## src/rtl/sr_cmd_debouncer.sv

```systemverilog
// ============================================================================
// Module   : sr_cmd_debouncer
// Purpose  : Push-button front end for sr_latch. Synchronises and debounces the
//            raw set/reset buttons and issues clean one-cycle s/r pulses that
//            are never asserted together, with a forced idle gap after each.
//            Tracks the expected latch Q and flags simultaneous requests.
// Options  : SR_CMD_CONFLICT_CNT_EN adds an 8-bit saturating conflict counter.
// Revision : 1.0 - initial release
// ============================================================================
`default_nettype none

module sr_cmd_debouncer #(
  parameter int DB_CYCLES = 4,
  parameter int MIN_GAP   = 2
) (
  input  logic       clk,
  input  logic       rst,
  input  logic       btn_s,
  input  logic       btn_r,
  output logic       s,
  output logic       r,
  output logic       conflict,
  output logic       state_q
`ifdef SR_CMD_CONFLICT_CNT_EN
  ,
  output logic [7:0] conflict_cnt
`endif
);

  localparam int CW = $clog2(DB_CYCLES) + 1;
  localparam int GW = $clog2(MIN_GAP) + 1;

  localparam logic [1:0] IDLE    = 2'd0;
  localparam logic [1:0] PULSE_S = 2'd1;
  localparam logic [1:0] PULSE_R = 2'd2;
  localparam logic [1:0] GAP     = 2'd3;

  // Channel index 0 = set button, 1 = reset button.
  logic [1:0]    btn_w;
  logic [1:0]    sync1_q, sync2_q;
  logic [1:0]    fill_q;
  logic [1:0]    db_q, db_prev_q, arm_q;
  logic [CW-1:0] cnt_q [2];
  logic [1:0]    req_w;

  logic [1:0]    fsm_q, fsm_d;
  logic [GW-1:0] gap_q;
  logic          pend_s_q, pend_r_q;
  logic          want_s_w, want_r_w;
  logic          s_q, s_d, r_q, r_d, conflict_q, conflict_d;
  logic          latch_q;

  assign btn_w = {btn_r, btn_s};

  // Two-flop synchronisers; fill_q marks when sync2 reflects real button levels.
  always_ff @(posedge clk or posedge rst) begin
    if (rst) begin
      sync1_q <= 2'b00;
      sync2_q <= 2'b00;
      fill_q  <= 2'd0;
    end else begin
      sync1_q <= btn_w;
      sync2_q <= sync1_q;
      if (fill_q != 2'd2) fill_q <= fill_q + 2'd1;
    end
  end

  // Debounce: db flips once the synced level has differed for DB_CYCLES samples.
  // A channel is armed only after its button has been seen released, so a
  // button still held across a reset cannot fire a fresh request.
  always_ff @(posedge clk or posedge rst) begin
    if (rst) begin
      db_q      <= 2'b00;
      db_prev_q <= 2'b00;
      arm_q     <= 2'b00;
      for (int i = 0; i < 2; i++) cnt_q[i] <= '0;
    end else begin
      db_prev_q <= db_q;
      for (int i = 0; i < 2; i++) begin
        if (cnt_q[i] == CW'(DB_CYCLES)) begin
          db_q[i]  <= ~db_q[i];
          cnt_q[i] <= '0;
        end else if (sync2_q[i] != db_q[i]) begin
          cnt_q[i] <= cnt_q[i] + CW'(1);
        end else begin
          cnt_q[i] <= '0;
        end
        if (fill_q == 2'd2 && !sync2_q[i] && !db_q[i]) arm_q[i] <= 1'b1;
      end
    end
  end

  assign req_w    = db_q & ~db_prev_q & arm_q;
  assign want_s_w = req_w[0] | pend_s_q;
  assign want_r_w = req_w[1] | pend_r_q;

  // FSM state register plus gap counter, pending bits and expected latch state.
  always_ff @(posedge clk or posedge rst) begin
    if (rst) begin
      fsm_q    <= IDLE;
      gap_q    <= '0;
      pend_s_q <= 1'b0;
      pend_r_q <= 1'b0;
      latch_q  <= 1'b0;
    end else begin
      fsm_q <= fsm_d;
      gap_q <= (fsm_q == GAP) ? gap_q + GW'(1) : '0;
      if (fsm_q == IDLE) begin
        pend_s_q <= 1'b0;
        pend_r_q <= 1'b0;
      end else begin
        pend_s_q <= pend_s_q | req_w[0];
        pend_r_q <= pend_r_q | req_w[1];
      end
      if (fsm_q == PULSE_S) latch_q <= 1'b1;
      else if (fsm_q == PULSE_R) latch_q <= 1'b0;
    end
  end

  // Next-state logic: a lone request is served, a simultaneous pair is dropped.
  always_comb begin
    fsm_d = fsm_q;
    case (fsm_q)
      IDLE: begin
        if (want_s_w && !want_r_w) fsm_d = PULSE_S;
        else if (want_r_w && !want_s_w) fsm_d = PULSE_R;
      end
      PULSE_S, PULSE_R: fsm_d = GAP;
      GAP: if (gap_q == GW'(MIN_GAP - 1)) fsm_d = IDLE;
      default: fsm_d = IDLE;
    endcase
  end

  // Output decode, registered below so s/r/conflict come straight from flops.
  always_comb begin
    s_d        = (fsm_d == PULSE_S);
    r_d        = (fsm_d == PULSE_R);
    conflict_d = (fsm_q == IDLE) && want_s_w && want_r_w;
  end

  // Output registers; async reset drops an in-flight pulse immediately.
  always_ff @(posedge clk or posedge rst) begin
    if (rst) begin
      s_q        <= 1'b0;
      r_q        <= 1'b0;
      conflict_q <= 1'b0;
    end else begin
      s_q        <= s_d;
      r_q        <= r_d;
      conflict_q <= conflict_d;
    end
  end

  assign s        = s_q;
  assign r        = r_q;
  assign conflict = conflict_q;
  assign state_q  = latch_q;

`ifdef SR_CMD_CONFLICT_CNT_EN
  logic [7:0] ccnt_q;

  // Saturating count of dropped set/reset pairs.
  always_ff @(posedge clk or posedge rst) begin
    if (rst) ccnt_q <= 8'd0;
    else if (conflict_q && ccnt_q != 8'hFF) ccnt_q <= ccnt_q + 8'd1;
  end

  assign conflict_cnt = ccnt_q;
`endif

endmodule

`default_nettype wire

```

## config.mk

```make
export PLATFORM = sky130hd
export DESIGN_NAME = sr_cmd_debouncer
export DESIGN_NICKNAME = d
export VERILOG_FILES = /design/src/rtl/sr_cmd_debouncer.sv
export SDC_FILE = /design/constraint.sdc
export NUM_CORES = 1
export LEC_CHECK = 0
export CAP_MARGIN = 20
export CORE_MARGIN = 2
export CORE_UTILIZATION = 25
export DETAILED_ROUTE_END_ITERATION = 10
export GPL_ROUTABILITY_DRIVEN = 0
export GPL_TIMING_DRIVEN = 0
export PLACE_DENSITY_LB_ADDON = 0.2
export SLEW_MARGIN = 20
export SYNTH_ARGS = -nofsm -noshare
export SYNTH_HDL_FRONTEND = slang
export SYNTH_SLANG_ARGS = --single-unit
```

## constraint.sdc

```tcl
create_clock -name clk -period 3.1 [get_ports clk]
set_input_delay 0.62 -clock clk [delete_from_list [all_inputs] [get_ports clk]]
set_output_delay 0.62 -clock clk [all_outputs]
set_load 0.01 [all_outputs]
```

==> summary.txt <==
Outcome
  • Status: finished, final reports clean

Clocking
  • Clk buf depth: 2
  • Clock sinks: 28
  • CTS resizes: 0
  • TritonCTS clock tree: done
  • Htree depth: 1
  • Post CTS Setup Buffer Count: 0
  • Clock-pin slew on the worst setup and hold paths: 0.10 ns
  • CTS buffer count: 3
  • Worst skew pair latency: 0.27 ns
  • Post-CTS Hold Buffers: 0
  • Root Buffer: clkbuf_8

Layout
  • Area occupied by multi-input gates: 424 sq um
  • Diodes inserted: 0
  • Final Util: 0.307
  • Layout cells sized above 1: 0.123
  • NumNets Final: 120
  • FF+latch area: 701 sq um
  • Area Overhead vs Synth: 16.2%
  • Fillers: 467

Timing
  • Final Skew: 0.00592 ns
  • Period utilization: 0.573
  • Fmax: 563 MHz
  • Final Critical Period: 1.78 ns
  • Fin. Hold Viols: 0
  • Setup TNS: 0 ns
  • Final worst-path setup slack: 1.32 ns
  • Final Max Tran Viols: 0
  • Slew HR: 0.617
  • RSZ-0062 raised after global routing: false
  • Endpoints failing setup: 0
  • Slew of the pin with the lowest slew margin: 0.574 ns

Route
  • Via count: 670
  • DRC: 0
  • TritonRoute pass-1 iters: 2
  • Post-route antenna net violation count: 0
  • Routed WL: 1.61 mm
  • Drt wl/cell: 10.2 um
  • Initial DRC count: 7
  • Vias per inst: 4.24

Critical path
  • CP max stage cell: clkdlybuf4s50_1
  • CP startpoint: state_q
  • Critical path arrival: 1.16 ns
  • Worst Setup End Kind: output port
  • Max stage delay on crit path: 0.53 ns
  • Crit path depth: 1
  • Reg-to-Reg Start: fsm_q[0]
  • Setup crit start kind: register
  • R2r worst-path depth: 5
  • Critical path class: reg -> out
  • Critical path, cell by cell: clkdlybuf4s50_1
  • Top delay family on crit path: buffers and inverters
  • Crit path buf inv count: 1
  • CP required: 2.48 ns
  • R2R Setup Slk: 1.64 ns
  • Max Fanout on Critical Path: 2

Die
  • I/O pins: 8
  • Die width: 72.5 um
  • Starting density of the core: 0.264
  • Core area: 4440 sq um
  • Die ar.: 5260 sq um
  • Cell Rows: 24
  • Chip height: 72.5 um

Pwr
  • VDD IR max: 234 uV
  • PwrDens: 909 nW/um^2
  • LEAKAGE: 0.616 nW

Run
  • Max-cap viol count: 0

Synth
  • Avg Cell Area, Syn: 12.4 sq um
  • Post-synthesis cell count: 95
  • Library cells used by synthesis: 23
  • Yosys warns: 0
  • FF+latch count, synth: 28
  • Post-Syn Area: 1170 sq um
  • Net Count, Synth: 108
  • Primary FF master, synth: dfrtp_1
  • Sequential-to-total area share from yosys stat: 0.597
  • Ys async rst share: 1.00
  • Post-synth EDFFs: 0

Placement
  • Post-place setup slack: 1.15 ns
  • Detail Placement HPWL: 1.19 mm
  • Input/output buffers: 7

Global route
  • Total grt overflow: 0
  • Global routing's busiest layer: met2
  • GR Layer Usage met1: 0.0967
  • Tot GR Track Use: 0.0713
  • Number of global-route vias before repair: 680
  • GRT met3 Usage: 0.0167
  • Global-route wire length before repair: 2.92 mm
  • Met2 usage: 0.106
  • Initial antenna violation count: 0
  • Pin count of the biggest net entering global routing: 29

Hold path
  • Hold Crit Start: sync1_q[0]
  • WHS Path Cells: 0
  • Worst min path class: reg -> reg
## logic make-up (layout without fill, tap and decap cells)
group	after synthesis	count (layout)	share of synthesized area
multiplexers	2	2	0.0181
AND/OR/NAND/NOR	24	24	0.107
adder cells (fa/ha/maj)	9	9	0.0960
XOR/XNOR	5	5	0.0373
flip-flops	28	28	0.597
AO/OA/AOI/OAI	14	14	0.103
buffers and inverters	13	24	0.0416
## sequential cells by signal, summed over array words and instances, names as in the netlist
register / count
fsm_q: 2
pend_r_q: 1
sync2_q: 2
state_q: 1
s: 1
fill_q: 2
db_q: 2
conflict: 1
r: 1
arm_q: 2
sync1_q: 2
cnt_q: 6
db_prev_q: 2
gap_q: 2
pend_s_q: 1
## metal layers
metal  vias up  wire length (um)
met5         -                 0
met4         0                30
met3         4                56
met2         8               740
met1       325               779
li1        333                 -
## worst paths after layout
check | end
worst max register to register | s
min in group asynchronous | fill_q[1]
max in group asynchronous | fsm_q[0]
worst min-delay path | sync2_q[0]
worst min register to register | sync2_q[0]
worst max-delay path | state_q
## synth_stat cells, types with 2 or more instances
cell	instances	area, sq um
dfrtp_1	28	701
nand2_1	3	11.3
a21oi_1	2	10.0
and2_1	3	18.8
o211ai_2	2	25.0
inv_1	13	48.8
ha_1	9	113
xnor2_1	5	43.8
a21o_1	2	15.0
a211oi_1	2	15.0
a211oi_2	2	25.0
nor2_1	12	45.0
nor3_1	2	10.0
## power by group
part	internal (W)	switching, W
sequential	0.000481	0.0000712
combinational	0.000227	0.000237
clock	0.000114	0.000110
total	0.000822	0.000418
## cell type report
type | count | share of cell area
sequential | 28 | 0.514
multi-input combinational | 54 | 0.311
timing repair buffer | 7 | 0.0514
tap | 52 | 0.0477
clock buffer | 4 | 0.0404
inverter | 13 | 0.0358
## cell usage in the layout, fill, tap and decap left out
cell type        netlist  layout
a211oi_1               2       2
a211oi_2               2       2
a21o_1                 2       2
a21oi_1                2       2
and2_1                 3       3
and2_2                 1       1
and3b_1                1       1
and3b_4                1       1
clkbuf_8               0       4
clkdlybuf4s50_1        0       7
dfrtp_1               28      28
ha_1                   9       9
inv_1                 13      12
inv_2                  0       1
mux2_2                 1       1
mux2i_1                1       1
nand2_1                3       3
nand3b_2               1       1
nor2_1                12      12
nor3_1                 2       2
o211a_1                1       1
o211ai_2               2       2
o21ai_0                1       1
o31a_1                 1       1
o31ai_1                1       1
xnor2_1                5       5
## metrics by stage
step,std cells,instance area (sq um),power (W),hold slack [ns]
after floorplan,95,1170,0.000908,0.331
after global placement,154,1310,0.00101,0.334
after detailed placement,154,1310,0.00104,0.337
after CTS,158,1360,0.00126,0.360
after global routing,158,1360,0.00135,0.364
final,158,1360,0.00124,0.357
No activity file was read; power rests on OpenSTA's default activity.
